[src/rtl/snn_inference_sequencer_pkg.sv]
// Shared types and constants for the SNN inference sequencer.
package snn_seq_pkg;

    typedef enum logic [2:0] {
        S_IDLE,
        S_CLEAR,
        S_PRESENT,
        S_DECIDE,
        S_RESULT,
        S_REST
    } seq_state_t;

    localparam int DEFAULT_PRESENT_CYCLES = 100;
    localparam int DEFAULT_REST_CYCLES    = 10;

    // Width of a class index; never narrower than one bit.
    function automatic int class_w(input int n);
        return (n <= 2) ? 1 : $clog2(n);
    endfunction

endpackage

[src/rtl/snn_inference_sequencer_if.sv]
// Result handshake bundle: sequencer drives the result, consumer returns ready.
interface snn_inference_sequencer_if
    import snn_seq_pkg::*;
#(
    parameter int NUM_CLASSES = 3,
    parameter int CNT_W       = 8
) ();
    localparam int CLS_W = class_w(NUM_CLASSES);

    logic             result_valid;
    logic             result_ready;
    logic [CLS_W-1:0] result_class;
    logic [CNT_W-1:0] result_count;
    logic             result_tie;
    logic             result_none;

    modport master (
        output result_valid, result_class, result_count, result_tie, result_none,
        input  result_ready
    );

    modport slave (
        input  result_valid, result_class, result_count, result_tie, result_none,
        output result_ready
    );
endinterface

[src/rtl/snn_inference_sequencer_counter.sv]
// Per-class spike counter: synchronous clear, increment enable, saturates at all-ones.
module spike_counter_sat #(
    parameter int CNT_W = 8
) (
    input  logic             clk,
    input  logic             clear,
    input  logic             inc,
    output logic [CNT_W-1:0] count
);
    // NOTE: sequential state uses non-blocking assignments so every flop samples pre-edge values.
    always_ff @(posedge clk) begin
        if (clear)
            count <= '0;
        else if (inc && (count != '1))
            count <= count + CNT_W'(1);
    end
endmodule

[src/rtl/snn_inference_sequencer.sv]
// Sequences one SNN inference: clear, present, count spikes, pick winner, hand off, rest.
module snn_inference_sequencer
    import snn_seq_pkg::*;
#(
    parameter int NUM_CLASSES    = 3,
    parameter int PRESENT_CYCLES = DEFAULT_PRESENT_CYCLES,
    parameter int REST_CYCLES    = DEFAULT_REST_CYCLES,
    parameter int CNT_W          = 8
) (
    input  logic                   clk,
    input  logic                   rst,
    input  logic                   start,
    input  logic [3:0]             pattern_in,
    input  logic [NUM_CLASSES-1:0] out_spikes,
    output logic [3:0]             pattern_out,
    output logic                   enc_enable,
    output logic                   neuron_clear,
    output logic                   busy,
    snn_inference_sequencer_if.master res
);
    localparam int CLS_W   = class_w(NUM_CLASSES);
    localparam int MAX_CYC = (PRESENT_CYCLES > REST_CYCLES) ? PRESENT_CYCLES : REST_CYCLES;
    localparam int CYC_W   = $clog2(MAX_CYC + 1);

    seq_state_t             state;
    logic [CYC_W-1:0]       cyc_cnt;
    logic                   cnt_clear;
    logic [NUM_CLASSES-1:0] cnt_inc;
    logic [CNT_W-1:0]       counts [NUM_CLASSES];

    // Counters are wiped on reset and on every accepted start; spikes only count in PRESENT.
    assign cnt_clear = rst || ((state == S_IDLE) && start);
    assign cnt_inc   = (state == S_PRESENT) ? out_spikes : '0;

    for (genvar i = 0; i < NUM_CLASSES; i++) begin : g_cnt
        spike_counter_sat #(.CNT_W(CNT_W)) u_cnt (
            .clk   (clk),
            .clear (cnt_clear),
            .inc   (cnt_inc[i]),
            .count (counts[i])
        );
    end

    logic [CLS_W-1:0] best_idx;
    logic [CNT_W-1:0] best_cnt;
    logic             best_tie;

    // Strict '>' keeps the lowest index on ties; tie resets whenever a new maximum appears.
    always_comb begin
        // NOTE: every output of this block gets a default first, so no latch is inferred.
        best_idx = '0;
        best_cnt = counts[0];
        best_tie = 1'b0;
        for (int i = 1; i < NUM_CLASSES; i++) begin
            if (counts[i] > best_cnt) begin
                best_idx = CLS_W'(i);
                best_cnt = counts[i];
                best_tie = 1'b0;
            end else if (counts[i] == best_cnt) begin
                best_tie = 1'b1;
            end
        end
    end

    always_ff @(posedge clk) begin
        if (rst) begin
            state            <= S_IDLE;
            cyc_cnt          <= '0;
            pattern_out      <= '0;
            enc_enable       <= 1'b0;
            neuron_clear     <= 1'b0;
            busy             <= 1'b0;
            res.result_valid <= 1'b0;
            res.result_class <= '0;
            res.result_count <= '0;
            res.result_tie   <= 1'b0;
            res.result_none  <= 1'b0;
        end else begin
            case (state)
                S_IDLE: if (start) begin
                    pattern_out  <= pattern_in;
                    neuron_clear <= 1'b1;
                    busy         <= 1'b1;
                    state        <= S_CLEAR;
                end
                S_CLEAR: begin
                    neuron_clear <= 1'b0;
                    enc_enable   <= 1'b1;
                    cyc_cnt      <= CYC_W'(PRESENT_CYCLES - 1);
                    state        <= S_PRESENT;
                end
                S_PRESENT: if (cyc_cnt == '0) begin
                    enc_enable <= 1'b0;
                    state      <= S_DECIDE;
                end else begin
                    cyc_cnt <= cyc_cnt - CYC_W'(1);
                end
                S_DECIDE: begin
                    res.result_valid <= 1'b1;
                    res.result_none  <= (best_cnt == '0);
                    res.result_class <= (best_cnt == '0) ? '0 : best_idx;
                    res.result_count <= best_cnt;
                    res.result_tie   <= (best_cnt == '0) ? 1'b0 : best_tie;
                    state            <= S_RESULT;
                end
                S_RESULT: if (res.result_ready) begin
                    res.result_valid <= 1'b0;
                    neuron_clear     <= 1'b1;
                    cyc_cnt          <= CYC_W'(REST_CYCLES - 1);
                    state            <= S_REST;
                end
                S_REST: if (cyc_cnt == '0) begin
                    neuron_clear <= 1'b0;
                    busy         <= 1'b0;
                    state        <= S_IDLE;
                end else begin
                    cyc_cnt <= cyc_cnt - CYC_W'(1);
                end
                default: state <= S_IDLE;
            endcase
        end
    end
endmodule

[src/flat_wrapper.sv]
// flat-port wrapper written by rule: the top's interface ports become plain ports
module snn_inference_sequencer_flat import snn_seq_pkg::*;
#(
    parameter int NUM_CLASSES    = 3,
    parameter int PRESENT_CYCLES = DEFAULT_PRESENT_CYCLES,
    parameter int REST_CYCLES    = DEFAULT_REST_CYCLES,
    parameter int CNT_W          = 8
)
  (clk, rst, start, pattern_in, out_spikes, pattern_out, enc_enable, neuron_clear, busy, res_result_valid, res_result_class, res_result_count, res_result_tie, res_result_none, res_result_ready);
  snn_inference_sequencer_if #(.NUM_CLASSES(NUM_CLASSES), .CNT_W(CNT_W)) res_i ();
  input  logic clk;
  input  logic rst;
  input  logic start;
  input  logic [3:0] pattern_in;
  input  logic [NUM_CLASSES-1:0] out_spikes;
  output logic [3:0] pattern_out;
  output logic enc_enable;
  output logic neuron_clear;
  output logic busy;
  output wire logic [$bits(res_i.result_valid)-1:0] res_result_valid;
  output wire logic [$bits(res_i.result_class)-1:0] res_result_class;
  output wire logic [$bits(res_i.result_count)-1:0] res_result_count;
  output wire logic [$bits(res_i.result_tie)-1:0] res_result_tie;
  output wire logic [$bits(res_i.result_none)-1:0] res_result_none;
  input wire logic [$bits(res_i.result_ready)-1:0] res_result_ready;
  assign res_result_valid = res_i.result_valid;
  assign res_result_class = res_i.result_class;
  assign res_result_count = res_i.result_count;
  assign res_result_tie = res_i.result_tie;
  assign res_result_none = res_i.result_none;
  assign res_i.result_ready = res_result_ready;
  snn_inference_sequencer #(.NUM_CLASSES(NUM_CLASSES), .PRESENT_CYCLES(PRESENT_CYCLES), .REST_CYCLES(REST_CYCLES), .CNT_W(CNT_W)) u_core (.clk(clk), .rst(rst), .start(start), .pattern_in(pattern_in), .out_spikes(out_spikes), .pattern_out(pattern_out), .enc_enable(enc_enable), .neuron_clear(neuron_clear), .busy(busy), .res(res_i));
endmodule
[config.mk]
export PLATFORM = sky130hd
export DESIGN_NAME = snn_inference_sequencer_flat
export DESIGN_NICKNAME = d
export VERILOG_FILES = /design/src/rtl/snn_inference_sequencer_pkg.sv /design/src/rtl/snn_inference_sequencer_if.sv /design/src/rtl/snn_inference_sequencer_counter.sv /design/src/rtl/snn_inference_sequencer.sv /design/src/flat_wrapper.sv
export SDC_FILE = /design/constraint.sdc
export NUM_CORES = 1
export LEC_CHECK = 0
export ABC_CLOCK_PERIOD_IN_PS = 3900
export CORE_AREA = 2 2 85 87
export DETAILED_ROUTE_END_ITERATION = 12
export DIE_AREA = 0 0 87 89
export PLACE_DENSITY_LB_ADDON = 0.25
export SLEW_MARGIN = 20
export SYNTH_ARGS = -nofsm -noshare
export SYNTH_HDL_FRONTEND = slang
export SYNTH_SLANG_ARGS = --single-unit
[constraint.sdc]
create_clock -name clk -period 3.9 [get_ports clk]
set_input_delay 0.78 -clock clk [delete_from_list [all_inputs] [get_ports clk]]
set_output_delay 0.78 -clock clk [all_outputs]
set_load 0.005 [all_outputs]
# After elaboration in Yosys (flattened, before gate mapping)
# Index checks and enable logic that the tools add are counted.
# classes
add_sub_neg	4
multipliers	0
n_bitwise	0
div_mod_pow	0
shift	0
reduce_logical	21
n_lt_le_gt_ge	2
eq_ne	15
n_mux	27
# op_table
op	n
$add A8 B1 Y8 const B	3
$ne A8 B8 Y1 const B	3
$pmux W7 S3	1
$pmux W3 S6	1
$eq A8 B8 Y1	2
$gt A8 B8 Y1	2
$mux W8	2
$mux W3	5
$mux W7	2
$mux W1	10
$logic_not A8 Y1	1
$ne A2 B2 Y1 const B	4
$reduce_and A4 Y1	2
$logic_not A7 Y1	1
$sub A7 B1 Y7 const B	1
$eq A3 B2 Y1 const B	2
$eq A3 B3 Y1 const B	2
$pmux W1 S2	3
$reduce_and A2 Y1	3
$reduce_and A3 Y1	2
$reduce_bool A2 Y1	3
$logic_and A1 B1 Y1	4
$mux W2	2
$pmux W1 S4	1
other kinds (7)	7
# word_totals
register_bits	54
ramBits	0
latch_bits	0
in_bits	11
n_memories	0
rom_bits	0

# Logic depth before layout (Yosys ltp)
# logic_depth
ltp_word	6
depth_mapped	18
depth_no_buf	16

# Hierarchy
# A second synthesis with hierarchy kept.
# unflattened
cells_unflattened	392
hier_area_um2	3339.5
# modules_own_cells
mod	cells_per_inst	instances	area_per_inst_um2
snn_inference_sequencer	254	1	2048.2
spike_counter_sat	46	3	430.4

# Worst setup path after synthesis
# Ideal clock, no wire load.
# synth_path
path_type	register -> register
from	register u_core.g_cnt[0].u_cnt.count[7]
to	register u_core.res.result_tie
period_less_slack_ns	4.109
required_time_ns	3.785
arrival_time_ns	3.994
stages_incl_launch_ff	18
slack_ns	-0.209
cell_sequence	dfxtp_1 > inv_1 > ha_1 > nand4_1 > or2_1 > nand2_1 > buf_4 > and2_2 > mux2i_1 > ha_1 > nor2b_1 > o211ai_1 > a211o_1 > and2_4 > a31oi_1 > or4_1 > or4b_4 > a31o_1
# synth_between
elab_chain_len	6
# synth_lines
item	line	rtl
start: declaration	snn_inference_sequencer_counter.sv:8	output logic [CNT_W-1:0] count
start signal: assignment	snn_inference_sequencer_counter.sv:15	count <= count + CNT_W'(1);
$gt A8 B8 Y1 / $eq A8 B8 Y1 (equally long branches)	snn_inference_sequencer.sv:55, snn_inference_sequencer.sv:59	
$mux W8 / $mux W1 (equally long branches)	snn_inference_sequencer.sv:55, snn_inference_sequencer.sv:59	
$gt A8 B8 Y1 (tied with other cells)	snn_inference_sequencer.sv:55	if (counts[i] > best_cnt) begin
$mux W8 / $mux W1 (equally long branches)	snn_inference_sequencer.sv:55, snn_inference_sequencer.sv:59	
$logic_not A8 Y1 / $mux W1 (equally long branches)	snn_inference_sequencer.sv:103, snn_inference_sequencer.sv:55	
$mux W1 *	snn_inference_sequencer.sv:103	res.result_tie <= (best_cnt == '0) ? 1'b0 : best_tie;
end signal: assignment	snn_inference_sequencer.sv:103	
end: declaration	snn_inference_sequencer_if.sv:18	output result_valid, result_class, result_count, result_tie, result_none,
# Every way passes the cells marked *; elsewhere a longest branch is shown, timed or not.
# A chain may end at the register's enable or synchronous reset.

# Worst setup path after layout
# layout_path
from	register u_core.g_cnt[0].u_cnt.count[1]
to	register u_core.res.result_tie
# Same word-level chain as after synthesis.

==> flow_summary.json <==
{
  "status": "finished, violations left",
  "failed_checks": "setup timing",
  "n_antenna_cell": 0,
  "cts_sinks": 54,
  "rrSetupSlack_ps": -350,
  "cts_tree": "done",
  "grt_pass1_vias": 2608,
  "final_cells": 525,
  "worst-path-buf-inv": 1,
  "tightest_slew_ps": 811,
  "cts_root_buf": "clkbuf_8",
  "syn_inst": 367,
  "num_vias": 2859,
  "worstPathCellList": "inv_1, ha_4, nand4_1, or2_1, nand2_2, and2_4, mux2i_2, ha_1, nor2b_4, o211ai_1, a211o_1, and2_4, a31oi_4, or4_1, or4b_4, a31o_1",
  "synthFlopType": "dfxtp_1",
  "grt_antenna_before_repair": 0,
  "startpoint_type": "flip-flop",
  "grt_max_degree": 25,
  "async_flop_share_pct": 0,
  "end_kind": "flip-flop",
  "leakagePower_nw": 1.55,
  "rsz0062_at_grt": "yes",
  "grt_pass1_wl_um": 12000,
  "relSlewSlack_pct": 45.1,
  "period_share_pct": 109,
  "synth.top_cell.area_share_pct": 35.8,
  "peakVddDrop_mv": 0.212,
  "pwr-share-seq_pct": 46.8,
  "wl_per_cell_um": 14.6,
  "syn-cell-area_sq_mm": 0.00302,
  "drive_gt1_share_pct": 25.6,
  "clk_pin_slew_ps": 110,
  "synth_compound_area_share_pct": 18.9,
  "fmax_mhz": 235,
  "fp.dieW_um": 87,
  "worstPathMaxFanout": 6,
  "ioPinCount": 31,
  "dr.pass1.iters": 4,
  "setup_violations": 4,
  "grt_overflow": 0,
  "gp_congestion": 0.876,
  "finalClockSkew_ps": 16.0,
  "ys_types": 47,
  "initial_utilization_pct": 44.9,
  "netSwitchingPower_w": 0.000433,
  "drc_errors": 0,
  "cp_slowest_cell": "or4b_4",
  "grtUsageTotal_pct": 19.5,
  "yosysSeqAreaShare_pct": 35.8,
  "sw_frac_of_total_pct": 32.7,
  "cts_hold_buffers": 0,
  "combPwrFrac_pct": 29.1,
  "clock_latency_ps": 320,
  "area_growth_pct": 33.9,
  "cpMostUsedCell": "and2_4",
  "placed_cells": 509,
  "worstPathRequired_ps": 4120,
  "critPathArrivalTime_ps": 4470,
  "pwr-share-clk_pct": 24.1,
  "finalMaxSlewViolations": 0,
  "place.port_buffers": 30,
  "synth_common_cells": "dfxtp_1, nor2_1, a21oi_1",
  "critPathKind": "reg -> reg",
  "ctsHtreeMaxLevel": 2,
  "synth.avg_cell_area_sq_um": 8.23,
  "maxCapViolCount": 0,
  "synth_xor_xnor_area_share_pct": 4.93,
  "nets": 476,
  "synth_seq_cells": 54,
  "placed_area_sq_mm": 0.00370,
  "drt_iter0_markers": 191,
  "synthAdderAreaFrac_pct": 8.70,
  "hold_viol": 0,
  "crit_family": "simple AND/OR/NAND/NOR gates",
  "ys_warn_count": 0,
  "core-area_sq_mm": 0.00672,
  "rows": 30,
  "power_density_mw_per_mm2": 327,
  "ant_nets": 0,
  "holdCritPathClass": "reg -> reg",
  "via_per_inst": 5.45,
  "synth-simple-area-share_pct": 24.0,
  "cpPeakStageDelay_ps": 560,
  "synth_nets": 399,
  "fin_crit_ps": 4250,
  "synth-edff-count": 0,
  "post-route-util_pct": 60.2,
  "synth_area_leader_cell": "dfxtp_1",
  "routed_wl_um": 7680,
  "synth.area.mux_share_pct": 3.32,
  "clock_path_buffers": 2,
  "synth.area.top_cells": "dfxtp_1, ha_1, a21oi_1",
  "hpwlAfterDp_um": 5530,
  "intPower_w": 0.000890,
  "dieArea_sq_mm": 0.00774,
  "setup_slack_ps": -351,
  "numCtsBuffers": 5,
  "synth_top_family_by_area": "simple AND/OR/NAND/NOR gates",
  "final_area_sq_mm": 0.00404,
  "synth.most_common_cell": "dfxtp_1",
  "die_h_um": 89
}
## layout make-up
| type | count | area, sq um |
|---|---|---|
| fill | 577 | 2680 |
| multi-input combinational | 283 | 1980 |
| sequential | 54 | 1090 |
| timing repair buffer | 86 | 724 |
| tap | 80 | 100 |
| clock buffer | 5 | 68.8 |
| inverter | 14 | 52.6 |
| clock inverter | 3 | 21.3 |
## sequential cells by signal (all words and copies together), names as in the netlist
register,count
u_core.cyc_cnt,7
u_core.res.result_class,2
u_core.res.result_none,1
u_core.res.result_valid,1
u_core.pattern_out,4
u_core.g_cnt.u_cnt.count,24
u_core.enc_enable,1
u_core.res.result_count,8
u_core.state,3
u_core.res.result_tie,1
u_core.busy,1
u_core.neuron_clear,1
## final timing paths
path                            cells past startpoint                          to                      startpoint
worst max-delay path                               16       u_core.res.result_tie  u_core.g_cnt[0].u_cnt.count[1]
worst min-delay path                                2  u_core.res.result_count[7]      u_core.res.result_count[7]
worst max register to register                     16       u_core.res.result_tie  u_core.g_cnt[0].u_cnt.count[1]
worst min register to register                      2  u_core.res.result_count[7]      u_core.res.result_count[7]
## timing repair
| action | in CTS | in global routing |
|---|---|---|
| pin swaps | 5 | 20 |
| setup buffers | 2 | 6 |
| endpoints found under the setup margin | 4 | 4 |
| gates resized for setup | 1 | 37 |
## metal layers
| layer | up-vias | GRT usage [%] | wire length [um] |
|---|---|---|---|
| li1 | 1458 | - | - |
| met1 | 1344 | 25.7 | 3730 |
| met2 | 42 | 31.6 | 3580 |
| met3 | 15 | 3.79 | 207 |
| met4 | 0 | 7.67 | 170 |
| met5 | - | 0 | 0 |
## per-stage QoR
stage / hold slack, ps / setup WS (ps) / setup TNS [ps] / power [W]
2_1_floorplan: 453 / -129 / -412 / 0.000881
3_3_place_gp: 445 / -133 / -444 / 0.000982
6_report: 459 / -351 / -1380 / 0.00132
4_1_cts: 462 / -248 / -920 / 0.00131
5_1_grt: 481 / -486 / -1890 / 0.00140
3_5_place_dp: 447 / -310 / -1140 / 0.000989
## worst reg2reg max path, stage by stage (launching register included)
cell and delay [ps]:
dfxtp_2 340, inv_1 60, ha_4 270, nand4_1 130, or2_1 290, nand2_2 110
and2_4 180, mux2i_2 230, ha_1 280, nor2b_4 140, o211ai_1 180, a211o_1 290
and2_4 250, a31oi_4 90, or4_1 540, or4b_4 560, a31o_1 220
## power groups by stage
stage / combinational (W) / clock (W) / sequential, W
after floorplan: 0.000262 / 0 / 0.000620
after global routing: 0.000421 / 0.000349 / 0.000625
final: 0.000385 / 0.000319 / 0.000619
after CTS: 0.000362 / 0.000331 / 0.000619
after detailed placement: 0.000357 / 0 / 0.000632
after global placement: 0.000351 / 0 / 0.000631
## kinds of logic after synthesis
family	Yosys count
AOI/OAI and AO/OA	89
and+or+nand+nor	146
DFF	54
adders and majority gates	21
buffers and inverters	30
xor gates and xnor gates	17
muxes	10
## placed cells by master, fill, tap and decap left out, types with 3 or more instances in the layout
cell type and instances:
a31oi_1 5, and2_1 6, a21bo_2 4, inv_2 6, buf_4 55, mux2i_1 8
clkdlybuf4s50_1 30, and2_4 3, dfxtp_1 46, dfxtp_2 8, nor3_1 6, xnor2_1 9
clkbuf_8 5, nand3_1 10, o21ai_0 14, nor2b_1 4, a211oi_1 4, ha_4 8
nor2_1 44, ha_1 12, nand2_1 33, and3_1 5, or3_1 9, a21oi_1 37
inv_1 8, nand4_1 11, xor2_1 8
(Power assumes the default switching activity.)
